<file path="src/rtl/fios_casc_4a_ctrl.sv">
// Sequencer for a cascaded-DSP FIOS Montgomery PE chain: per outer word it loads
// a, then steps the AB, M and MP phases, then drains the cascade before reporting done.
module fios_casc_4a_ctrl #(
  parameter int          S            = 4,
  parameter int          ABREG        = 1,
  parameter int          MREG         = 1,
  parameter int          FLUSH_CYCLES = 8,
  parameter logic [8:0]  OPMODE_AB    = 9'h035,
  parameter logic [8:0]  OPMODE_M     = 9'h005,
  parameter logic [8:0]  OPMODE_MP    = 9'h095
) (
  input  logic       clock_i,
  input  logic       reset_i,
  input  logic       start_i,
  input  logic       abort_i,
  output logic       a_reg_en_o,
  output logic       m_reg_en_o,
  output logic       CREG_en_o,
  output logic       RES_delay_en_o,
  output logic [1:0] mux_A_sel_o,
  output logic [1:0] mux_B_sel_o,
  output logic [1:0] mux_C_sel_o,
  output logic [8:0] OPMODE_o,
  output logic [5:0] word_idx_o,
  output logic       busy_o,
  output logic       done_o
);

  localparam int DSP_REG_LEVEL = 1 + ABREG + MREG;
  localparam int FD            = (DSP_REG_LEVEL == 3) ? 4 : DSP_REG_LEVEL;

  localparam logic [3:0] FD_P       = 4'(FD);
  localparam logic [3:0] FD2_P      = 4'(2 * FD);
  localparam logic [3:0] PH_M_LAST  = 4'(2 * FD - 1);
  localparam logic [3:0] PH_LAST    = 4'(3 * FD - 1);
  localparam logic [5:0] I_LAST     = 6'(S - 1);
  localparam logic [7:0] FL_LAST    = 8'(FLUSH_CYCLES - 1);

  typedef enum logic [2:0] {
    IDLE  = 3'd0,
    LOAD  = 3'd1,
    RUN   = 3'd2,
    FLUSH = 3'd3,
    DONE  = 3'd4
  } state_t;

  state_t     state_q, state_d;
  logic [3:0] ph_q, ph_d;
  logic [5:0] i_q, i_d;
  logic [7:0] fl_q, fl_d;

  logic       a_reg_en_q, a_reg_en_d;
  logic       m_reg_en_q, m_reg_en_d;
  logic       creg_en_q, creg_en_d;
  logic       res_delay_en_q, res_delay_en_d;
  logic [1:0] mux_a_q, mux_a_d;
  logic [1:0] mux_b_q, mux_b_d;
  logic [1:0] mux_c_q, mux_c_d;
  logic [8:0] opmode_q, opmode_d;
  logic [5:0] word_idx_q, word_idx_d;
  logic       busy_q, busy_d;
  logic       done_q, done_d;

  always_comb begin
    state_d = state_q;
    ph_d    = ph_q;
    i_d     = i_q;
    fl_d    = fl_q;
    if (abort_i) begin
      state_d = IDLE;
      ph_d    = '0;
      i_d     = '0;
      fl_d    = '0;
    end else begin
      case (state_q)
        IDLE: begin
          if (start_i) begin
            state_d = LOAD;
            ph_d    = '0;
            i_d     = '0;
            fl_d    = '0;
          end
        end
        LOAD: begin
          state_d = RUN;
          ph_d    = '0;
        end
        RUN: begin
          if (ph_q == PH_LAST) begin
            ph_d = '0;
            if (i_q < I_LAST) begin
              state_d = LOAD;
              i_d     = i_q + 6'd1;
            end else begin
              state_d = FLUSH;
              fl_d    = '0;
            end
          end else begin
            ph_d = ph_q + 4'd1;
          end
        end
        FLUSH: begin
          if (fl_q == FL_LAST) begin
            state_d = DONE;
          end else begin
            fl_d = fl_q + 8'd1;
          end
        end
        DONE: begin
          state_d = IDLE;
          ph_d    = '0;
          i_d     = '0;
          fl_d    = '0;
        end
        default: begin
          state_d = IDLE;
          ph_d    = '0;
          i_d     = '0;
          fl_d    = '0;
        end
      endcase
    end
  end

  // Outputs are decoded from the next state so the registered copies line up with the state they describe.
  always_comb begin
    a_reg_en_d     = 1'b0;
    m_reg_en_d     = 1'b0;
    creg_en_d      = 1'b0;
    res_delay_en_d = 1'b0;
    mux_a_d        = 2'd3;
    mux_b_d        = 2'd3;
    mux_c_d        = 2'd3;
    opmode_d       = '0;
    word_idx_d     = '0;
    busy_d         = 1'b0;
    done_d         = 1'b0;
    case (state_d)
      LOAD: begin
        busy_d     = 1'b1;
        a_reg_en_d = 1'b1;
        word_idx_d = i_d;
      end
      RUN: begin
        busy_d     = 1'b1;
        word_idx_d = i_d;
        if (ph_d < FD_P) begin
          mux_a_d  = 2'd0;
          mux_b_d  = 2'd0;
          mux_c_d  = (i_d == 6'd0) ? 2'd0 : 2'd1;
          opmode_d = OPMODE_AB;
        end else if (ph_d < FD2_P) begin
          mux_a_d    = 2'd1;
          mux_b_d    = 2'd1;
          mux_c_d    = 2'd1;
          opmode_d   = OPMODE_M;
          m_reg_en_d = (ph_d == PH_M_LAST);
        end else begin
          mux_a_d        = 2'd2;
          mux_b_d        = 2'd2;
          mux_c_d        = 2'd1;
          creg_en_d      = 1'b1;
          opmode_d       = OPMODE_MP;
          res_delay_en_d = (ph_d == PH_LAST);
        end
      end
      FLUSH: begin
        busy_d     = 1'b1;
        mux_a_d    = 2'd2;
        mux_b_d    = 2'd2;
        mux_c_d    = 2'd1;
        opmode_d   = OPMODE_MP;
        word_idx_d = i_d;
      end
      DONE: begin
        done_d     = 1'b1;
        word_idx_d = i_d;
      end
      default: begin
        busy_d = 1'b0;
      end
    endcase
  end

  always_ff @(posedge clock_i or negedge reset_i) begin
    if (!reset_i) begin
      state_q        <= IDLE;
      ph_q           <= '0;
      i_q            <= '0;
      fl_q           <= '0;
      a_reg_en_q     <= 1'b0;
      m_reg_en_q     <= 1'b0;
      creg_en_q      <= 1'b0;
      res_delay_en_q <= 1'b0;
      mux_a_q        <= 2'd3;
      mux_b_q        <= 2'd3;
      mux_c_q        <= 2'd3;
      opmode_q       <= '0;
      word_idx_q     <= '0;
      busy_q         <= 1'b0;
      done_q         <= 1'b0;
    end else begin
      state_q        <= state_d;
      ph_q           <= ph_d;
      i_q            <= i_d;
      fl_q           <= fl_d;
      a_reg_en_q     <= a_reg_en_d;
      m_reg_en_q     <= m_reg_en_d;
      creg_en_q      <= creg_en_d;
      res_delay_en_q <= res_delay_en_d;
      mux_a_q        <= mux_a_d;
      mux_b_q        <= mux_b_d;
      mux_c_q        <= mux_c_d;
      opmode_q       <= opmode_d;
      word_idx_q     <= word_idx_d;
      busy_q         <= busy_d;
      done_q         <= done_d;
    end
  end

  assign a_reg_en_o     = a_reg_en_q;
  assign m_reg_en_o     = m_reg_en_q;
  assign CREG_en_o      = creg_en_q;
  assign RES_delay_en_o = res_delay_en_q;
  assign mux_A_sel_o    = mux_a_q;
  assign mux_B_sel_o    = mux_b_q;
  assign mux_C_sel_o    = mux_c_q;
  assign OPMODE_o       = opmode_q;
  assign word_idx_o     = word_idx_q;
  assign busy_o         = busy_q;
  assign done_o         = done_q;

endmodule

</file>
<file path="config.mk">
export PLATFORM = sky130hd
export DESIGN_NAME = fios_casc_4a_ctrl
export DESIGN_NICKNAME = d
export VERILOG_FILES = /design/src/rtl/fios_casc_4a_ctrl.sv
export SDC_FILE = /design/constraint.sdc
export NUM_CORES = 1
export LEC_CHECK = 0
export BUFFER_PORTS_ARGS = -buffer_cell sky130_fd_sc_hd__buf_2
export CORE_UTILIZATION = 46
export CTS_CLUSTER_SIZE = 20
export DETAILED_ROUTE_END_ITERATION = 7
export GPL_TIMING_DRIVEN = 1
export PLACE_DENSITY = 0.66
export SLEW_MARGIN = 20
export SYNTH_ARGS = -nofsm -noshare
export SYNTH_HDL_FRONTEND = slang
export SYNTH_SLANG_ARGS = --single-unit
</file>
<file path="constraint.sdc">
create_clock -name clock_i -period 2.86 [get_ports clock_i]
set_input_delay 0.286 -clock clock_i [delete_from_list [all_inputs] [get_ports clock_i]]
set_output_delay 0.286 -clock clock_i [all_outputs]
set_load 0.1 [all_outputs]
</file>
==> impl_metrics.tcl <==
set metrics [dict create \
    crit_slowest_cell "dfrtp_1" \
    ant_nets 0 \
    finalClockSkew_ns 0.00611 \
    leakage_nw 1.03 \
    firstDrtPassIters 4 \
    finalSetupViolCount 0 \
    multi_input_area_um2 815 \
    syn2layout_area_growth_pct 11.3 \
    io_pins 31 \
    rsz0062_at_grt "false" \
    start_util 0.480 \
    post_cts_buffers 0 \
    io_buffers 26 \
    r2r_cells 5 \
    power_density_mw_per_mm2 572 \
    syn_area_mm2 0.00193 \
    nets 223 \
    min_period_ns 2.28 \
    status "finished, final reports clean" \
    cts_buffers 5 \
    finalWirelength_um 3990 \
    seq_area_frac_synth 0.533 \
    vias_per_cell 5.71 \
    drt-wirelength-per-cell_um 14.9 \
    dieWidth_um 66.8 \
    intPower_mw 0.819 \
    pwr-share-clk 0.284 \
    fill_cells 374 \
    synth_top_area_frac 0.479 \
    ir_worst_vdd_mv 0.390 \
    yosys-top-cells-area "dfrtp_1, dfstp_2, and2_1, a21oi_1, buf_4" \
    clock_latency_ns 0.29 \
    maxSlewViolCount 0 \
    wl_met2_um 1850 \
    ys_ff_latch 41 \
    hold_slack_ns 0.103 \
    highest_layer "met4" \
    clockRootBuffer "clkbuf_8" \
    fin_ws_ns 0.580 \
    stdcell_count 267 \
    gp_congestion 0.869 \
    h-tree-depth 2 \
    hold_class "in -> async" \
    fp.dieArea_mm2 0.00447 \
    worstReg2RegStart "state_q[1]$_DFF_PN0_" \
    fin_util 0.534 \
    dp.cells 259 \
    slew_headroom 0.426 \
    tightest_slew_ns 0.861 \
    clkTransAtPathRegs_ns 0.07 \
    pwr-share-seq 0.506 \
    grt_use_total 0.203 \
    cp_max_fo 14 \
    antenna_found_initial 0 \
    yosysUniqueCellTypes 47 \
    die_y_um 66.8 \
    regArea_mm2 0.00103 \
    syn_inst 190 \
    power_switching_mw 0.413 \
    clock-sinks 41 \
    hold_buffers 0 \
    cts.path.max_buffers 2 \
    fin_tns_setup_ns 0 \
    grt-ovfl-total 0 \
    core-area_mm2 0.00403 \
    reg2reg_slack_ns 0.58 \
    dp_hpwl_um 2790 \
    grt_pass1_wl_um 6580 \
    drc 0 \
    cts_tree "built" \
    r2r_end "OPMODE_o[4]$_DFF_PN0_" \
    critical_path_class "reg -> reg" \
    final_common_cell "dfrtp_1" \
    cts_resized 0 \
    endpoint_kind "flop" \
    drtIter0Drc 87 \
    swShare 0.335 \
    cap_violations 0 \
    cp_cell_sequence "or3b_4 -> or4b_1 -> a21oi_2 -> nand4_2 -> and2_1" \
    worst-path-buf-inv 0 \
    layout_common_cells "dfrtp_1, buf_2, a21oi_1, and2_1, nand2_1" \
    critical_path.startpoint "state_q[1]$_DFF_PN0_" \
    via_count 1525 \
    grt_max_degree 42 \
    fmax_mhz 439 \
    cp.arrival_ns 2.46 \
    timing.final.crit_share 0.797 \
    place_worst_setup_slack_ns 0.611 \
    crit_path_start_kind "flop" \
    ys_warn_count 0 \
    num_rows 23 \
    cp_top_family "simple AND/OR/NAND/NOR gates" \
    insertedDiodeCount 0 \
    comb_power_share 0.210 \
    path_depth 5 \
    required_ns 3.04 \
    max_stage_delay_ns 0.57 \
    grt_pass1_vias 1419 \
    dr_wl_met3_um 215 \
    drive_above_1_share 0.198 \
    yosys.area.top_type "dfrtp_1" \
    final_hold_viol_count 0 \
    wl_met1_um 1850 \
    synth.avg_cell_area_um2 10.2 \
]
## worst reg2reg max path: cells and delay by family (launching register included)
family | cells | cell delay, ns
AND/OR/NAND/NOR | 4 | 1.37
AO/OA/AOI/OAI | 1 | 0.22
flip-flops | 1 | 0.57
## per-stage QoR
stage | instance area, um2 | power [mW]
final | 2150 | 1.23
after detailed placement | 2070 | 0.890
after global placement | 2070 | 0.887
after CTS | 2150 | 1.25
after global routing | 2150 | 1.29
after floorplan | 1940 | 0.851
## worst max-delay path by stage
| stage | end | slack [ns] |
|---|---|---|
| global route | word_idx_o[3]$_DFF_PN0_ | 0.43 |
| CTS | OPMODE_o[4]$_DFF_PN0_ | 0.59 |
| floorplan | OPMODE_o[4]$_DFF_PN0_ | 0.93 |
| global placement | OPMODE_o[4]$_DFF_PN0_ | 0.61 |
| finish | OPMODE_o[4]$_DFF_PN0_ | 0.58 |
| detailed placement | OPMODE_o[4]$_DFF_PN0_ | 0.61 |
## synth_stat cells (all sizes together)
| master | count |
|---|---|
| nor3 | 6 |
| nor4 | 2 |
| clkbuf | 3 |
| inv | 9 |
| a22oi | 2 |
| or3 | 2 |
| o22ai | 1 |
| or3b | 1 |
| nand3b | 2 |
| and4bb | 1 |
| o311ai | 2 |
| a311oi | 1 |
| nand4b | 3 |
| o2111ai | 1 |
| nand2 | 13 |
| nand3 | 7 |
| or4 | 2 |
| nor2b | 1 |
| a21oi | 18 |
| and3 | 2 |
| nand4bb | 1 |
| ha | 3 |
| or4b | 1 |
| nor3b | 1 |
| a22o | 1 |
| nor2 | 12 |
| o21a | 1 |
| dfstp | 4 |
| o211ai | 2 |
| a21o | 2 |
| conb | 1 |
| nand2b | 2 |
| a31oi | 6 |
| and2 | 14 |
| nor4bb | 1 |
| nand4 | 3 |
| and3b | 1 |
| or2 | 1 |
| dfrtp | 37 |
| o21ai | 9 |
| buf | 7 |
| a21boi | 1 |
## state kept, by name, summed over array words and instances (netlist names), 2 cells and up
name / cells
fl_q: 8
i_q: 6
word_idx_o: 6
OPMODE_o: 4
ph_q: 4
state_q: 3
mux_B_sel_o: 2
mux_C_sel_o: 2
## layer usage
layer	track usage	vias to the layer above
li1	-	730
met2	0.317	57
met4	0.0931	0
met3	0.0514	9
met5	0	-
met1	0.262	729
## power by group through the flow
stage | logic, mW | registers, mW | clock network (mW)
finish | 0.259 | 0.623 | 0.349
global route | 0.275 | 0.626 | 0.390
CTS | 0.260 | 0.623 | 0.364
detailed placement | 0.258 | 0.633 | 0
global placement | 0.254 | 0.633 | 0
floorplan | 0.128 | 0.723 | 0
## cell families after synthesis
family	count (synthesis)	share of synthesized area
DFF	41	0.533
and+or+nand+nor	79	0.241
adders and majority gates	3	0.0194
buffers and inverters	19	0.0511
other	1	0.00194
AOI/OAI and AO/OA	47	0.153
## cell type report
class,instances,area share
Tap cell,50,0.0291
Sequential cell,41,0.479
Inverter,9,0.0157
Clock buffer,8,0.0372
Timing Repair Buffer,26,0.0605
Multi-Input combinational cell,133,0.378
Power figures use the tool's default switching activity.
